<file path="src/rtl/alu_iterativa.sv">
// RV32I execution unit: single-cycle arithmetic/logic ops and a 1-bit-per-cycle
// serial shifter behind an inicio/listo request handshake.
module alu_iterativa #(
  parameter int unsigned ANCHO      = 32,
  parameter int unsigned BITS_SHAMT = 5
) (
  input  logic             clk,
  input  logic             nreset,
  input  logic             inicio,
  output logic             listo,
  input  logic [3:0]       sel_alu,
  input  logic [ANCHO-1:0] a,
  input  logic [ANCHO-1:0] b,
  output logic [ANCHO-1:0] resultado,
  output logic             cero,
  output logic             valido
);

  typedef enum logic [3:0] {
    OP_ADD  = 4'b0000,
    OP_SUB  = 4'b0001,
    OP_SLL  = 4'b0010,
    OP_SLT  = 4'b0011,
    OP_SLTU = 4'b0100,
    OP_XOR  = 4'b0101,
    OP_SRL  = 4'b0110,
    OP_SRA  = 4'b0111,
    OP_OR   = 4'b1000,
    OP_AND  = 4'b1001
  } op_e;

  typedef enum logic {
    REPOSO,
    DESPLAZA
  } estado_e;

  estado_e               estado;
  op_e                   op_desp;
  logic [ANCHO-1:0]      desp;
  logic [BITS_SHAMT-1:0] cuenta;

  logic [ANCHO-1:0]      res_comb;
  logic [ANCHO-1:0]      desp_sig;
  logic [BITS_SHAMT-1:0] shamt;
  logic                  es_desp;

  assign listo   = (estado == REPOSO);
  assign shamt   = b[BITS_SHAMT-1:0];
  assign es_desp = (sel_alu == OP_SLL) || (sel_alu == OP_SRL) || (sel_alu == OP_SRA);

  // Shift codes fall through to 'a' so a zero shamt completes on the single-cycle path.
  always_comb begin
    res_comb = '0;
    case (sel_alu)
      OP_ADD:  res_comb = a + b;
      OP_SUB:  res_comb = a + ~b + ANCHO'(1);
      OP_SLT:  res_comb = {{(ANCHO-1){1'b0}}, ($signed(a) < $signed(b))};
      OP_SLTU: res_comb = {{(ANCHO-1){1'b0}}, (a < b)};
      OP_XOR:  res_comb = a ^ b;
      OP_OR:   res_comb = a | b;
      OP_AND:  res_comb = a & b;
      OP_SLL,
      OP_SRL,
      OP_SRA:  res_comb = a;
      default: res_comb = '0;
    endcase
  end

  always_comb begin
    desp_sig = desp;
    case (op_desp)
      OP_SLL:  desp_sig = {desp[ANCHO-2:0], 1'b0};
      OP_SRL:  desp_sig = {1'b0, desp[ANCHO-1:1]};
      default: desp_sig = {desp[ANCHO-1], desp[ANCHO-1:1]};
    endcase
  end

  always_ff @(posedge clk or negedge nreset) begin
    if (!nreset) begin
      estado    <= REPOSO;
      op_desp   <= OP_SRA;
      desp      <= '0;
      cuenta    <= '0;
      resultado <= '0;
      cero      <= 1'b1;
      valido    <= 1'b0;
    end else begin
      valido <= 1'b0;
      case (estado)
        REPOSO: begin
          if (inicio) begin
            if (es_desp && (shamt != '0)) begin
              desp    <= a;
              cuenta  <= shamt;
              op_desp <= op_e'(sel_alu);
              estado  <= DESPLAZA;
            end else begin
              resultado <= res_comb;
              cero      <= (res_comb == '0);
              valido    <= 1'b1;
            end
          end
        end
        DESPLAZA: begin
          desp   <= desp_sig;
          cuenta <= cuenta - BITS_SHAMT'(1);
          if (cuenta == BITS_SHAMT'(1)) begin
            resultado <= desp_sig;
            cero      <= (desp_sig == '0);
            valido    <= 1'b1;
            estado    <= REPOSO;
          end
        end
        default: estado <= REPOSO;
      endcase
    end
  end

endmodule

</file>
<file path="config.mk">
export PLATFORM = sky130hd
export DESIGN_NAME = alu_iterativa
export DESIGN_NICKNAME = d
export VERILOG_FILES = /design/src/rtl/alu_iterativa.sv
export SDC_FILE = /design/constraint.sdc
export NUM_CORES = 1
export LEC_CHECK = 0
export BUFFER_PORTS_ARGS = -buffer_cell sky130_fd_sc_hd__clkbuf_2
export CAP_MARGIN = 20
export CELL_PAD_IN_SITES_DETAIL_PLACEMENT = 1
export CELL_PAD_IN_SITES_GLOBAL_PLACEMENT = 2
export CORE_UTILIZATION = 35
export DETAILED_ROUTE_END_ITERATION = 6
export PLACE_DENSITY = 0.91
export RECOVER_POWER = 100
export SETUP_SLACK_MARGIN = 0.2
export SYNTH_ARGS = -nofsm -noshare
export SYNTH_HDL_FRONTEND = slang
export SYNTH_SLANG_ARGS = --single-unit
</file>
<file path="constraint.sdc">
create_clock -name clk -period 2.6 [get_ports clk]
set_input_delay 0.65 -clock clk [delete_from_list [all_inputs] [get_ports clk]]
set_output_delay 0.65 -clock clk [all_outputs]
set_load 0.02 [all_outputs]
</file>
==> impl_metrics.prom, run 1 <==
# TYPE chip_impl_metric gauge
chip_impl_metric{name="floorplan.rows",unit=""} 60
chip_impl_metric{name="synth-edff-count",unit=""} 0
chip_impl_metric{name="cts.sink_count",unit=""} 76
chip_impl_metric{name="count_of_yosys_warnings_during_synthesis",unit=""} 0
chip_impl_metric{name="ys_seq_area_share",unit="%"} 19.4
chip_impl_metric{name="dp.final_hpwl",unit="mm"} 40.9
chip_impl_info{name="cts.root.buffer_cell",value="sky130_fd_sc_hd__clkbuf_16"} 1
chip_impl_metric{name="cts_max_level",unit=""} 3
chip_impl_metric{name="synth.avg_cell_area",unit="µm²"} 7.21
chip_impl_metric{name="synth.cell_area",unit="µm²"} 9820
chip_impl_info{name="endpoint_type",value="sequential cell input"} 1
chip_impl_metric{name="async_flop_share",unit="%"} 100
chip_impl_metric{name="cts_buffers",unit=""} 9
chip_impl_metric{name="dieHeight",unit="µm"} 169
chip_impl_metric{name="grt.total_usage",unit="%"} 66.0
chip_impl_info{name="run_status",value="did not finish"} 1
chip_impl_metric{name="numPortBuffers",unit=""} 105
chip_impl_metric{name="netlist-cell-type-count",unit=""} 98
chip_impl_metric{name="post_synthesis_register_bit_count",unit=""} 76
chip_impl_info{name="ys_dominant_reg_cell",value="sky130_fd_sc_hd__dfrtp_1"} 1
chip_impl_info{name="grt_repair_worst_endpoint",value="cero$_DFFE_PN1P_/D"} 1
chip_impl_info{name="run.stop_error",value="[ERROR GRT-0232] Routing congestion too high. Check the congestion heatmap in the GUI."} 1
chip_impl_metric{name="global_placer_s_final_weighted_congestion",unit=""} 1.04
chip_impl_info{name="lastStage",value="global routing"} 1
chip_impl_metric{name="globalRouteOverflowTotal",unit=""} 45
chip_impl_metric{name="maximum_number_of_pins_on_one_net_before_global_route_repair",unit=""} 67
chip_impl_metric{name="io_pins",unit=""} 106
chip_impl_metric{name="synthCells",unit=""} 1362
chip_impl_metric{name="cts_buffer_depth",unit=""} 2
chip_impl_metric{name="initial_core_util",unit="%"} 36.0
chip_impl_metric{name="post_synthesis_net_count",unit=""} 1540
chip_impl_metric{name="fp.dieW",unit="µm"} 169
## metal layers
layer | GRT overflow | global-route usage, %
met4 | 24 | 67.7
met3 | 3 | 46.7
met5 | 0 | 7.48
met2 | 18 | 86.1
met1 | 0 | 66.0
## cells in the mapped netlist, types with 13 or more instances
| cell type | n | share of area [%] |
|---|---|---|
| sky130_fd_sc_hd__nor2_1 | 162 | 6.2 |
| sky130_fd_sc_hd__nand2_1 | 142 | 5.4 |
| sky130_fd_sc_hd__a21oi_1 | 129 | 6.6 |
| sky130_fd_sc_hd__ha_1 | 105 | 13 |
| sky130_fd_sc_hd__inv_1 | 102 | 3.9 |
| sky130_fd_sc_hd__dfrtp_1 | 72 | 18 |
| sky130_fd_sc_hd__o21ai_0 | 71 | 3.6 |
| sky130_fd_sc_hd__clkbuf_1 | 53 | 2.0 |
| sky130_fd_sc_hd__nand3_1 | 49 | 2.5 |
| sky130_fd_sc_hd__a21boi_0 | 32 | 2.4 |
| sky130_fd_sc_hd__nor3_1 | 32 | 1.6 |
| sky130_fd_sc_hd__buf_2 | 21 | 1.1 |
| sky130_fd_sc_hd__nor4_1 | 20 | 1.3 |
| sky130_fd_sc_hd__a221oi_1 | 19 | 1.7 |
| sky130_fd_sc_hd__a31oi_1 | 19 | 1.2 |
| sky130_fd_sc_hd__a211oi_1 | 17 | 1.3 |
| sky130_fd_sc_hd__o211ai_1 | 17 | 1.3 |
| sky130_fd_sc_hd__o31ai_1 | 15 | 1.1 |
| sky130_fd_sc_hd__nand4_1 | 14 | 0.89 |
| sky130_fd_sc_hd__o21a_1 | 14 | 1.1 |
| sky130_fd_sc_hd__a221o_1 | 13 | 1.3 |
## through the flow
stage | cell area (µm²) | setup WS (ps) | cells
2_1_floorplan | 10200 | -1290 | 1362
3_3_place_gp | 14400 | -1770 | 2232
3_5_place_dp | 14400 | -1880 | 2232
4_1_cts | 15500 | -1360 | 2273
## kinds of logic after synthesis
| group | Yosys count | share of synthesized area [%] |
|---|---|---|
| AO/OA/AOI/OAI | 456 | 31.5 |
| multiplexers | 18 | 1.91 |
| flip-flops | 76 | 19.4 |
| AND/OR/NAND/NOR | 503 | 24.2 |
| adder cells (fa/ha/maj) | 107 | 13.8 |
| XOR/XNOR | 7 | 0.625 |
| buffers and inverters | 195 | 8.53 |
## what timing repair did
item / in CTS
gates resized for setup: 142
setup buffers: 23
endpoints found under the setup margin: 76
gates cloned: 2
pin swaps: 76
hold buffers: 0
==> run 2, diff against run 1 <==
Settings changed: CELL_PAD_IN_SITES_DETAIL_PLACEMENT 1 to not set, CELL_PAD_IN_SITES_GLOBAL_PLACEMENT 2 to not set, CORE_UTILIZATION 35 to 40, PLACE_DENSITY 0.91 to not set, PLACE_DENSITY_LB_ADDON set to 0.15, SETUP_SLACK_MARGIN 0.2 to not set.
==> impl_metrics.prom, run 2 <==
# TYPE chip_impl_metric gauge
chip_impl_info{name="run_status",value="finished, violations left"} 1
chip_impl_info{name="violations",value="negative setup slack"} 1
chip_impl_metric{name="post_synthesis_register_bit_count",unit=""} 76
chip_impl_metric{name="power.leakage",unit="nW"} 7.42
chip_impl_metric{name="synth.avg_cell_area",unit="µm²"} 7.21
chip_impl_info{name="timing.critical_path.cells",value="clkbuf_16, inv_12, ha_4, inv_2, fa_2, nor3b_4, o311a_1, o311a_1, or3_4, o211ai_1, nand2_1, a311o_1, nor4_4, nand4_1, or4_4, o21ai_2"} 1
chip_impl_info{name="min_path_type",value="in -> async"} 1
chip_impl_metric{name="synth_top_area_share",unit="%"} 18.4
chip_impl_metric{name="synth-edff-count",unit=""} 0
chip_impl_info{name="yosys-top-cells-area",value="sky130_fd_sc_hd__dfrtp_1 18%, sky130_fd_sc_hd__ha_1 13%, sky130_fd_sc_hd__a21oi_1 6.6%"} 1
chip_impl_info{name="final_common_cell",value="sky130_fd_sc_hd__buf_4"} 1
chip_impl_metric{name="async_flop_share",unit="%"} 100
chip_impl_metric{name="post_synthesis_net_count",unit=""} 1540
chip_impl_metric{name="clkLatencyLatePin",unit="ps"} 340
chip_impl_metric{name="p_comb_share",unit="%"} 63.4
chip_impl_metric{name="wire_per_inst",unit="µm"} 19.7
chip_impl_metric{name="vias_in_the_first_global_route",unit=""} 12100
chip_impl_metric{name="cts.clk_slew.worst_paths",unit="ps"} 60
chip_impl_info{name="reg.largest.list",value="desp (32), resultado (32), cuenta (5)"} 1
chip_impl_metric{name="antenna_violating_nets_post_route",unit=""} 0
chip_impl_metric{name="dp.final_hpwl",unit="mm"} 35.5
chip_impl_info{name="critical_path.slowest_cell",value="sky130_fd_sc_hd__or4_4"} 1
chip_impl_metric{name="worst_path_arrival",unit="ps"} 4170
chip_impl_metric{name="detail_route.first_pass.iterations",unit=""} 6
chip_impl_metric{name="fp.dieArea",unit="µm²"} 25200
chip_impl_metric{name="area.growth.synth_to_final",unit="%"} 57.9
chip_impl_info{name="critPathLaunchType",value="primary input"} 1
chip_impl_metric{name="cell_internal_pwr",unit="mW"} 5.03
chip_impl_metric{name="count_of_yosys_warnings_during_synthesis",unit=""} 0
chip_impl_metric{name="netlist-cell-type-count",unit=""} 98
chip_impl_metric{name="max_stage_delay",unit="ps"} 570
chip_impl_metric{name="setup-violations-final",unit=""} 42
chip_impl_info{name="critical_path_start_end_classification",value="in -> reg"} 1
chip_impl_metric{name="clock.fmax",unit="GHz"} 0.256
chip_impl_metric{name="io_pins",unit=""} 106
chip_impl_metric{name="synth.cell_area",unit="µm²"} 9820
chip_impl_metric{name="drt_wl_total",unit="mm"} 43.5
chip_impl_metric{name="grt.total_usage",unit="%"} 34.8
chip_impl_metric{name="drv_slew",unit=""} 0
chip_impl_metric{name="switching_share",unit="%"} 46.8
chip_impl_metric{name="initial_core_util",unit="%"} 41.3
chip_impl_metric{name="max_cap_viol_count",unit=""} 0
chip_impl_metric{name="floorplan.rows",unit=""} 56
chip_impl_metric{name="cts_buffers",unit=""} 9
chip_impl_metric{name="wire_length_on_met3",unit="mm"} 2.54
chip_impl_info{name="tritoncts_clock_tree",value="yes"} 1
chip_impl_metric{name="numPortBuffers",unit=""} 105
chip_impl_info{name="synth_most_common_cell",value="sky130_fd_sc_hd__nor2_1"} 1
chip_impl_info{name="topRoutingLayerUsed",value="met4"} 1
chip_impl_metric{name="antenna_violations_before_repair",unit=""} 0
chip_impl_info{name="synthDominantAreaCellType",value="sky130_fd_sc_hd__dfrtp_1"} 1
chip_impl_metric{name="dr_wl_met2",unit="mm"} 19.4
chip_impl_metric{name="ys_seq_area_share",unit="%"} 19.4
chip_impl_metric{name="layout_min_cycle_time",unit="ps"} 3910
chip_impl_metric{name="grt_pass1_wl",unit="mm"} 66.8
chip_impl_metric{name="cts_max_level",unit=""} 3
chip_impl_metric{name="layout_setup_ws",unit="ps"} -1310
chip_impl_metric{name="core-area",unit="µm²"} 23800
chip_impl_metric{name="postLayoutCellArea",unit="µm²"} 15500
chip_impl_info{name="cts.root.buffer_cell",value="sky130_fd_sc_hd__clkbuf_16"} 1
chip_impl_metric{name="globalRouteOverflowTotal",unit=""} 0
chip_impl_metric{name="cts.sink_count",unit=""} 76
chip_impl_metric{name="dpl-instance-area",unit="µm²"} 14400
chip_impl_metric{name="slew_headroom",unit="%"} 25.6
chip_impl_metric{name="number_of_vias_per_cell",unit=""} 5.67
chip_impl_metric{name="areal_power_density_over_the_cells",unit="nW/µm²"} 611
chip_impl_metric{name="critical_path_peak_fanout",unit=""} 2
chip_impl_metric{name="total_number_of_vias",unit=""} 12500
chip_impl_info{name="endpoint_class_of_the_critical_path",value="flip-flop"} 1
chip_impl_info{name="crit_path_frequent_cell",value="sky130_fd_sc_hd__o311a_1"} 1
chip_impl_metric{name="power_switching",unit="mW"} 4.43
chip_impl_metric{name="global_placer_s_final_weighted_congestion",unit=""} 1.02
chip_impl_metric{name="met1_length",unit="mm"} 18.9
chip_impl_info{name="synth_cell_count_leaders",value="162 x sky130_fd_sc_hd__nor2_1, 142 x sky130_fd_sc_hd__nand2_1, 129 x sky130_fd_sc_hd__a21oi_1"} 1
chip_impl_metric{name="maximum_number_of_pins_on_one_net_before_global_route_repair",unit=""} 67
chip_impl_metric{name="fp.dieW",unit="µm"} 159
chip_impl_metric{name="drt_iter0_drc",unit=""} 957
chip_impl_metric{name="worst_endpoint_required_time",unit="ps"} 2870
chip_impl_info{name="grt_setup_unrepaired",value="true"} 1
chip_impl_metric{name="synthCells",unit=""} 1362
chip_impl_metric{name="final_skew",unit="ps"} 8.90
chip_impl_metric{name="report.final.hold_viol_count",unit=""} 0
chip_impl_metric{name="finish.net_count",unit=""} 2065
chip_impl_metric{name="finalCritPeriodShare",unit="%"} 150
chip_impl_info{name="highest_count_cells_in_the_layout_ignoring_fill_and_taps",value="457 x sky130_fd_sc_hd__buf_4, 156 x sky130_fd_sc_hd__nor2_1, 137 x sky130_fd_sc_hd__nand2_1"} 1
chip_impl_metric{name="n_antenna_cell",unit=""} 0
chip_impl_info{name="ys_dominant_reg_cell",value="sky130_fd_sc_hd__dfrtp_1"} 1
chip_impl_metric{name="worst_pin_slew",unit="ps"} 1110
chip_impl_metric{name="detail_route.drc_violations",unit=""} 0
chip_impl_metric{name="clkPwrFrac",unit="%"} 11.9
chip_impl_metric{name="cts_buffer_depth",unit=""} 2
chip_impl_metric{name="pwr-share-seq",unit="%"} 24.7
chip_impl_metric{name="dieHeight",unit="µm"} 159
chip_impl_metric{name="power",unit="mW"} 9.46
chip_impl_metric{name="fraction_of_final_layout_cells_sized_beyond_drive_strength_1",unit="%"} 41.0
chip_impl_metric{name="worst_ir_drop_vdd",unit="V"} 0.000561
run 2: critical path, delay by kind of cell:
| kind | cells | cell delay (ps) |
|---|---|---|
| AO/OA/AOI/OAI | 5 | 1320 |
| adder cells (fa/ha/maj) | 2 | 500 |
| AND/OR/NAND/NOR | 6 | 1460 |
| buffers and inverters | 3 | 230 |
run 2: routing by layer:
metal	track usage, %	vias up
li1	-	5984
met1	45.6	5952
met2	56.1	489
met3	3.89	107
met4	18.7	0
met5	0	-
run 2: stage by stage:
stage                     std cells  setup TNS [ps]  setup WS, ps  utilization, %  hold WS [ps]
final                          2211          -17960         -1310            65.2           490
after global routing           2211          -25840         -1430            65.2           525
after CTS                      2208          -17760         -1310            64.0           330
after detailed placement       2182          -55680         -1760            60.5           483
after global placement         2182          -54240         -1690            60.5           480
after floorplan                1362          -11230         -1290               -           354
run 2: area by class of cell:
type / count / area (µm²)
clock buffers: 11 / 233
flip-flops and latches: 76 / 1910
multi-input cells: 1091 / 8030
inverters: 106 / 444
clock inverters: 5 / 31.3
repair buffers: 603 / 4450
well taps: 319 / 399
fillers: 2181 / 8260
run 2: path summary, 6_finish.rpt:
| path | from | endpoint | slack (ps) | cells after the start |
|---|---|---|---|---|
| setup / recovery | a[0] | cero | -1310 | 16 |
| hold / removal | nreset | resultado[23] | 490 | 1 |
| setup reg to reg | cuenta[1] | cero | -160 | 11 |
| hold reg to reg | op_desp[3] | op_desp[3] | 500 | 1 |
| max in group asynchronous | nreset | desp[8] | 480 | 2 |
| min in group clk | op_desp[3] | op_desp[3] | 500 | 1 |
run 2: kinds of logic (layout without fill, tap and decap cells):
family,after synthesis,in the layout,share of synthesized area [%]
simple gates,503,503,24.2
compound gates,456,456,31.5
buf+inv,195,725,8.53
fa+ha+maj,107,107,13.8
flops,76,76,19.4
mux,18,18,1.91
xor+xnor,7,7,0.625
run 2: repair_timing:
action,in CTS,in global routing
gates cloned,0,0
setup endpoints to repair,76,39
pin swaps,65,41
hold buffers,0,0
gates resized for setup,110,79
buffers inserted,16,7
run 2: power by group through the flow:
| stage | logic [mW] | registers, mW | clock network (mW) |
|---|---|---|---|
| global placement | 5.32 | 2.31 | 0 |
| detailed placement | 5.41 | 2.33 | 0 |
| finish | 6.00 | 2.33 | 1.13 |
| global route | 6.56 | 2.41 | 1.17 |
| CTS | 5.77 | 2.32 | 1.14 |
| floorplan | 2.97 | 2.50 | 0 |
No activity file was read; power rests on OpenSTA's default activity.
